## src/rtl/timer_pkg.sv

```systemverilog
// timer_pkg: shared widths, standard moduli and load clamp for cascaded down-timers
package timer_pkg;
  localparam int DEFAULT_DIGIT_W = 4;
  localparam logic [15:0] MODULI_MMSS = 16'h5959;
  localparam logic [19:0] MODULI_HMMSS = 20'h95959;
  function automatic int unsigned clamp(input int unsigned v, input int unsigned m);
    return v > m ? m : v;
  endfunction
endpackage

```

## src/rtl/down_digit.sv

```systemverilog
// down_digit: one down-counting digit; clamps on load, wraps to MAX on borrow from 0
// ports: clk, clr (sync reset), load/load_value, borrow_in (decrement), wrap_all (force MAX), value, is_zero
module down_digit
  import timer_pkg::*;
#(
  parameter int MAX = 9,
  parameter int W = DEFAULT_DIGIT_W
) (
  input  logic         clk,
  input  logic         clr,
  input  logic         load,
  input  logic [W-1:0] load_value,
  input  logic         borrow_in,
  input  logic         wrap_all,
  output logic [W-1:0] value,
  output logic         is_zero
);
  localparam logic [W-1:0] M = W'(MAX);
  if (MAX < 1 || MAX > (1 << W) - 1) begin : g_bad_max
    $fatal(1, "down_digit: MAX %0d does not fit 1..2^%0d-1", MAX, W);
  end
  assign is_zero = value == '0;
  always_ff @(posedge clk)
    if (clr) value <= '0;
    else if (load) value <= W'(clamp(32'(load_value), 32'(MAX)));
    else if (wrap_all) value <= M;
    else if (borrow_in) value <= is_zero ? M : value - 1'b1;
endmodule

```

## src/rtl/down_timer_cascade.sv

```systemverilog
// down_timer_cascade: N-digit mixed-radix down-counter with clamp, saturate/wrap at zero and done pulse
// ports: clk, clr (sync reset), data/loadn (active-low load), en (tick), out, tc (per-digit borrow-out), zero, done
module down_timer_cascade
  import timer_pkg::*;
#(
  parameter int NUM_DIGITS = 4,
  parameter int DIGIT_W = DEFAULT_DIGIT_W,
  parameter logic [NUM_DIGITS*DIGIT_W-1:0] MODULI = MODULI_MMSS,
  parameter bit STOP_AT_ZERO = 1'b1
) (
  input  logic                          clk,
  input  logic                          clr,
  input  logic [NUM_DIGITS*DIGIT_W-1:0] data,
  input  logic                          loadn,
  input  logic                          en,
  output logic [NUM_DIGITS*DIGIT_W-1:0] out,
  output logic [NUM_DIGITS-1:0]         tc,
  output logic                          zero,
  output logic                          done
);
  localparam int TW = NUM_DIGITS * DIGIT_W;
  if (NUM_DIGITS < 1 || NUM_DIGITS > 8) begin : g_bad_n
    $fatal(1, "down_timer_cascade: NUM_DIGITS %0d outside 1..8", NUM_DIGITS);
  end
  logic [NUM_DIGITS-1:0] is_zero;
  logic all_zero, one_left, counting, wrap_all;
  assign all_zero = &is_zero;
  // a decrement lands on zero only from exactly 1, since borrowing digits wrap to a nonzero max
  assign one_left = out == TW'(1);
  assign counting = loadn & en & ~all_zero;
  assign wrap_all = loadn & en & all_zero & ~STOP_AT_ZERO;
  for (genvar i = 0; i < NUM_DIGITS; i++) begin : g_digit
    localparam logic [NUM_DIGITS-1:0] BELOW = NUM_DIGITS'((1 << i) - 1);
    localparam logic [NUM_DIGITS-1:0] UPTO = NUM_DIGITS'((1 << (i + 1)) - 1);
    assign tc[i] = en & (&(is_zero | ~UPTO));
    down_digit #(
      .MAX(int'(MODULI[i*DIGIT_W +: DIGIT_W])),
      .W  (DIGIT_W)
    ) u_digit (
      .clk       (clk),
      .clr       (clr),
      .load      (~loadn),
      .load_value(data[i*DIGIT_W +: DIGIT_W]),
      .borrow_in (counting & (&(is_zero | ~BELOW))),
      .wrap_all  (wrap_all),
      .value     (out[i*DIGIT_W +: DIGIT_W]),
      .is_zero   (is_zero[i])
    );
  end
  // clamped load is zero exactly when data is zero, because every modulus is at least 1
  always_ff @(posedge clk)
    if (clr) begin
      zero <= 1'b1;
      done <= 1'b0;
    end else if (!loadn) begin
      zero <= ~|data;
      done <= 1'b0;
    end else if (en) begin
      zero <= all_zero ? STOP_AT_ZERO : one_left;
      done <= ~all_zero & one_left;
    end else done <= 1'b0;
endmodule

```

## config.mk

```make
export PLATFORM = sky130hd
export DESIGN_NAME = down_timer_cascade
export DESIGN_NICKNAME = d
export VERILOG_FILES = /design/src/rtl/timer_pkg.sv /design/src/rtl/down_digit.sv /design/src/rtl/down_timer_cascade.sv
export SDC_FILE = /design/constraint.sdc
export NUM_CORES = 1
export LEC_CHECK = 0
export CAP_MARGIN = 15
export CORE_AREA = 4 4 55 57
export CTS_BUF_LIST = sky130_fd_sc_hd__clkbuf_16
export DETAILED_ROUTE_END_ITERATION = 6
export DIE_AREA = 0 0 59 61
export PLACE_DENSITY_LB_ADDON = 0.1
export SYNTH_ARGS = -nofsm -noshare
export SYNTH_HDL_FRONTEND = slang
export SYNTH_SLANG_ARGS = --single-unit
```

## constraint.sdc

```tcl
create_clock -name clk -period 2.1 [get_ports clk]
set_input_delay 0.525 -clock clk [delete_from_list [all_inputs] [get_ports clk]]
set_output_delay 0.525 -clock clk [all_outputs]
set_load 0.05 [all_outputs]
```

==> impl_results.md, run 1 <==
- Largest net degree at the start of global routing: 17
- Core area: about 2500 um2
- Clock Tree Root: clkbuf_16
- Worst-Skew Late Latency: between 0.2 and 0.3 ns
- Die Y: slightly above 60 um
- Final WS setup: -0.1012 ns
- Max capacitance violation total: 0
- FP Rows: 18
- Endpoints failing setup: 2
- Period minus WS final: approximately 2.2 ns
- Finished Cell Area: between 1500 and 2000 um2
- FF-to-FF Start: g_digit[0].u_digit.value[0]
- FF-to-FF path depth: 6
- Full die area: 3599 um2
- Post-synthesis cell type count: 45
- Worst-Margin Slew: 0.5020 ns
- Initial core utilization: 0.4278
- Peak VDD IR: between 700 and 800 uV
- Critical path endpoint category: primary output
- Status: finished, violations left
- Crit path DAT: approximately 1.7 ns
- Routability cong.: between 0.8 and 0.9
- Worst hold path class: flip-flop to flip-flop
- CTS Hold Buffers Added: 0
- Yosys top cell area share: 0.3400
- Post-layout util: 0.6995
- Pwr Density: just under 700 nW/um2
- Final HPWL DP: about 2500 um
- Setup Skew: roughly 0.0043 ns
- I/O pin count: 42
- Congestion Overflow GR: 0
- Crit path max fanout: 4
- Final ANT Viol Nets: 0
- First-pass GRT wire length: 5223 um
- Cells on Worst Hold Path: 2
- Iteration-0 DRC Markers: a little under 60
- Clock buffer depth: 2
- Worst EP required: between 1.5 and 2 ns
- CTS clk-pin slew, worst paths: approximately 0.060 ns
- EDFF count, synth: 0
- Headroom to the max-slew limit: 0.6643
- FFs w/ async S/R, synth: 0
- Die W: ~60 um
- Port buffer count: 41
- Largest area contributor in the netlist: dfxtp_1
- Total GRT Usage: 0.1887
- Register bit total from synthesis: 18
- Total CTS buffers: 3
- RSZ-0062 raised after global routing: true
- Nets@finish: 208
- DR WL/cell: around 16 um
- Via density: 5.949
- Hold Startpoint: g_digit[2].u_digit.value[1]
- Failing checks: setup timing
- Wirelength, routed: 3472 um
- Clock Sinks: 18
- Initial antenna violation count: 0
- P&R area growth vs syn: 63.52%
- Placement Cell Area: ~1600 um2
- Pre-CTS setup slack: -0.5060 ns
- Seq/Total Area, Yosys: 0.3400
- Fmax: 454.3 MHz
- Net Count, Synth: between 150 and 200
- Final period util: 1.048
- Startpoint Class: flip-flop
- Final hold violations: 0
- Vias in the first global route: around 1200
- Via count: approximately 1300
- Diodes inserted: 0
- H-tree depth: 1
- Hold endpoint: g_digit[2].u_digit.value[1]
- DR DRC count: 0
- Static Leak: between 0.6 and 0.7 nW
- Cell Area, Synth: about 1100 um2
- CP Class: flip-flop to primary output
- Yosys Warn Count: 0
- Primary FF master, synth: dfxtp_1
- Avg Synthesized Cell Area: 7.968 um2
- Slew Viols, Final: 0
- Worst reg2reg path endpoint: g_digit[2].u_digit.value[0]
- Register-to-Register Setup Slack: 0.17 ns
- Synth area leaders: dfxtp_1 (34%), nor2_1 (6.7%), nand2_1 (3.9%), a311oi_1 (3.3%), nor3_1 (3.3%)
- CTS tree: done
- Fraction of layout cells with a size suffix above 1: 0.2513
- Drt pass-1 iters: 4
- Cells after Synth: 133
metrics by stage:
| stage | power (mW) | hold WS, ns | setup TNS [ns] | std cells |
|---|---|---|---|---|
| after global routing | 1.209 | 0.5637 | -0.2835 | 217 |
| after detailed placement | 0.7678 | 0.4767 | -5.032 | 209 |
| after global placement | 0.7617 | 0.4712 | -4.702 | 209 |
| after floorplan | 0.6156 | 0.5731 | -1.341 | 133 |
| after CTS | 1.156 | 0.4838 | -0.3960 | 215 |
| final | 1.166 | 0.5293 | -0.1938 | 217 |
layout make-up:
cell class,instances,area [um2]
Inverter,2,7.507
Tap cell,30,37.54
Clock inverter,1,3.754
Clock buffer,3,75.07
Fill cell,214,744.5
Sequential cell,18,367.9
Timing Repair Buffer,56,535.5
Multi-Input combinational cell,107,705.7
how the worst max path moves through the flow:
stage | from | endpoint | cells after the start
global route | g_digit[0].u_digit.value[0] | tc[3] | 5
floorplan | en | tc[3] | 4
detailed placement | en | tc[3] | 6
global placement | en | tc[3] | 6
finish | g_digit[0].u_digit.value[0] | tc[1] | 6
CTS | g_digit[0].u_digit.value[1] | tc[3] | 5
Yosys cell counts, types with 2 or more instances:
library cell,number
a31oi_1,4
nor3_4,2
nor4_1,4
nor2_1,19
a221oi_1,2
inv_1,2
a311oi_1,4
nor3_1,7
nand3_1,3
nand2_1,11
nand3b_1,2
dfxtp_1,18
clkbuf_1,5
a211oi_1,2
nor3b_1,4
a21oi_1,6
nand4_1,2
or4_1,3
o21ai_0,7
metal layers:
| layer | up-vias | global-route usage | share of wire |
|---|---|---|---|
| met3 | 2 | 0.04468 | 0.067 |
| met1 | 609 | 0.2359 | 0.42 |
| met2 | 52 | 0.3155 | 0.51 |
| met5 | - | 0 | 0 |
| li1 | 628 | - | - |
| met4 | 0 | 0.07120 | 0.0066 |
cell usage in the layout, fill, tap and decap left out, drive strengths merged, types with 3 or more instances in the layout:
master	instances
nor4	5
a21oi	6
dfxtp	18
a311oi	4
nor3b	4
clkdlybuf4s50	23
or4	3
nand3	3
nor2	19
nor3	9
buf	33
o21ai	7
nand2	12
a31oi	4
clkbuf	3
cell families (layout without fill, tap and decap cells):
logic type | count (synthesis) | count (layout) | synth area share
multiplexers | 2 | 2 | 0.02007
XOR/XNOR | 1 | 1 | 0.008266
buffers and inverters | 8 | 62 | 0.02834
AO/OA/AOI/OAI | 34 | 34 | 0.2196
AND/OR/NAND/NOR | 70 | 70 | 0.3837
flip-flops | 18 | 18 | 0.3400
power breakdown:
| part | switching, mW | internal [mW] | total, mW |
|---|---|---|---|
| clock | 0.133 | 0.253 | 0.387 |
| combinational | 0.218 | 0.165 | 0.383 |
| sequential | 0.0326 | 0.363 | 0.396 |
| total | 0.384 | 0.782 | 1.17 |
state kept, by name, summed over array words and instances (netlist names):
register / count
done: 1
zero: 1
g_digit.u_digit.value: 16
worst max-delay path: stages (launching register included):
cell	delay, ns
dfxtp_4	0.35
or3b_4	0.42
nor3_4	0.16
nand2_2	0.11
buf_6	0.15
nor2_4	0.09
buf_12	0.14
what timing repair did:
item,4_1_cts,5_1_grt
pin swaps,3,4
buffers inserted,3,2
setup endpoints to repair,13,3
hold endpoints to repair,0,0
resized for setup,6,4
Power figures use the tool's default switching activity.
==> inputs of run 2 (changes only) <==
- PLACE_DENSITY: not set -> 0.77
- PLACE_DENSITY_LB_ADDON: 0.1 -> not set
- SKIP_CTS_REPAIR_TIMING: not set -> 1
==> run 2 against run 1 <==
Net effect:
- the flow still finishes with violations (setup timing)
- global-route usage rose by 0.54 points
- via count shrank 2.6%
- design area fell by 1.7%
- count of clock-buffer cells in the layout unchanged
- clock power about the same
- critical path type unchanged
- largest power group unchanged
- first-iteration DRC count down 36%
- clock skew decreased by 0.0017 ns
- worst setup slack got worse by 0.15 ns
- non-clock buffer count decreased by 2
==> impl_results.md, run 2 (synthesis gave the netlist of run 1 again) <==
- Status: finished, violations left
- Failing checks: setup timing
- Vias in the first global route: about 1200
- Worst reg2reg path endpoint: g_digit[2].u_digit.value[0]
- Clock Tree Root: clkbuf_16
- Register-to-Register Setup Slack: -0.01 ns
- H-tree depth: 1
- Post-layout util: 0.6879
- Largest regs: g_digit.u_digit.value (16), done (1), zero (1)
- RSZ-0062 raised after global routing: true
- Period minus WS final: about 2.3 ns
- DR DRC count: 0
- Congestion Overflow GR: 0
- DR WL/cell: 15.51 um
- Diodes inserted: 0
- Tot Pwr: 1.160 mW
- Hold endpoint: done
- CTS clk-pin slew, worst paths: about 0.05 ns
- Commonest non-fill, non-tap cell in the layout: buf_4
- Total GRT Usage: 0.1941
- Cells on Worst Hold Path: 2
- FP Rows: 18
- First-pass GRT wire length: 5382 um
- Die Y: between 60 and 70 um
- Initial core utilization: 0.4278
- Crit path max fanout: 6
- P&R area growth vs syn: 60.80%
- Max capacitance violation total: 0
- Peak VDD IR: between 500 and 600 uV
- Core area: 2477 um2
- Biggest register: g_digit.u_digit.value
- Wirelength, routed: ~3300 um
- Pwr Density: about 680 nW/um2
- Fillers: between 200 and 250
- Final WS setup: -0.2493 ns
- CP Class: flip-flop to primary output
- Routability cong.: just under 0.9
- Multi-input logic area: around 690 um2
- Fraction of layout cells with a size suffix above 1: 0.2432
- Worst-Margin Slew: approximately 0.5 ns
- # placed instances: around 210
- Max reg flops: 16
- Commonest cells after routing, fill and taps aside: buf_4 (25), clkdlybuf4s50_1 (23), nor2_1 (17)
- CTS tree: done
- Endpoints failing setup: 3
- Final hold violations: 0
- Drt pass-1 iters: 4
- Setup Skew: between 0.002 and 0.003 ns
- Via density: slightly below 6
- Final ANT Viol Nets: 0
- FF-to-FF path depth: 7
- Hold Startpoint: g_digit[0].u_digit.value[0]
- Reg area: about 360 um2
- Iteration-0 DRC Markers: 37
- Fmax: around 430 MHz
- Headroom to the max-slew limit: 0.6632
- Startpoint Class: flip-flop
- Full die area: 3599 um2
- Post-Layout Cell Count: 215
- Worst EP required: 1.57 ns
- Worst hold path class: flip-flop to flip-flop
- Initial antenna violation count: 0
- Via count: about 1300
- Clock Sinks: 18
- Critical path endpoint category: primary output
- Die W: slightly below 60 um
- Crit path DAT: roughly 1.8 ns
- Largest net degree at the start of global routing: 30
- Worst-Skew Late Latency: approximately 0.25 ns
- Slew Viols, Final: 0
- Static Leak: 0.6474 nW
- Nets@finish: about 210
- Port buffer count: 41
- Final HPWL DP: around 2500 um
- I/O pin count: 42
- Final period util: 1.119
- FF-to-FF Start: g_digit[0].u_digit.value[0]
- Clock buffer depth: 2
- Total CTS buffers: 3
[run 2: critical path, stage by stage, from the launching register on]
cell and delay [ns]:
dfxtp_2 0.34, or3b_4 0.42, nor3_4 0.20, nand2_2 0.11, nor4_4 0.32, buf_12 0.18
[run 2: how the worst max path moves through the flow]
stage                                 from                           to  slack (ns)  cells after the start
2_1_floorplan                           en                        tc[3]       -0.61                      4
3_3_place_gp                            en                        tc[3]       -0.51                      6
5_1_grt        g_digit[0].u_digit.value[0]                        tc[3]       -0.31                      5
4_1_cts                                 en                        tc[3]       -0.52                      6
3_5_place_dp                            en  g_digit[2].u_digit.value[0]       -0.54                      7
6_report       g_digit[0].u_digit.value[0]                        tc[3]       -0.25                      5
[run 2: report_power, final]
part	switching, mW	internal [mW]	total (mW)
registers	0.0311	0.364	0.395
clock network	0.135	0.253	0.389
logic	0.215	0.161	0.376
[run 2: cell type report]
type,instances,share of cell area
Timing Repair Buffer,54,0.3069
Clock inverter,1,0.002203
Sequential cell,18,0.2129
Multi-Input combinational cell,107,0.4075
Tap cell,30,0.02203
Clock buffer,3,0.04405
Inverter,2,0.004405
[run 2: through the flow]
step	setup slack, ns	hold WS (ns)	area (um2)	TNS, ns
6_report	-0.2493	0.4879	1704	-0.4278
5_1_grt	-0.3093	0.5087	1704	-0.6159
4_1_cts	-0.5229	0.4851	1692	-2.779
3_5_place_dp	-0.5430	0.4772	1613	-5.267
3_3_place_gp	-0.5072	0.4689	1613	-5.189
2_1_floorplan	-0.6106	0.5731	1085	-1.341
[run 2: metal layers]
metal  up-vias  track usage  part of all wire
met5         -            0                 0
met4         0      0.06796             0.013
met3         5      0.02979             0.069
met2        52       0.3202              0.49
met1       578       0.2580              0.43
li1        623            -                 -
==> inputs of run 3 (changes only) <==
- SLEW_MARGIN: not set -> 10
==> results of run 3 <==
The final DEF is identical to that of run 2; final timing and power are the same.
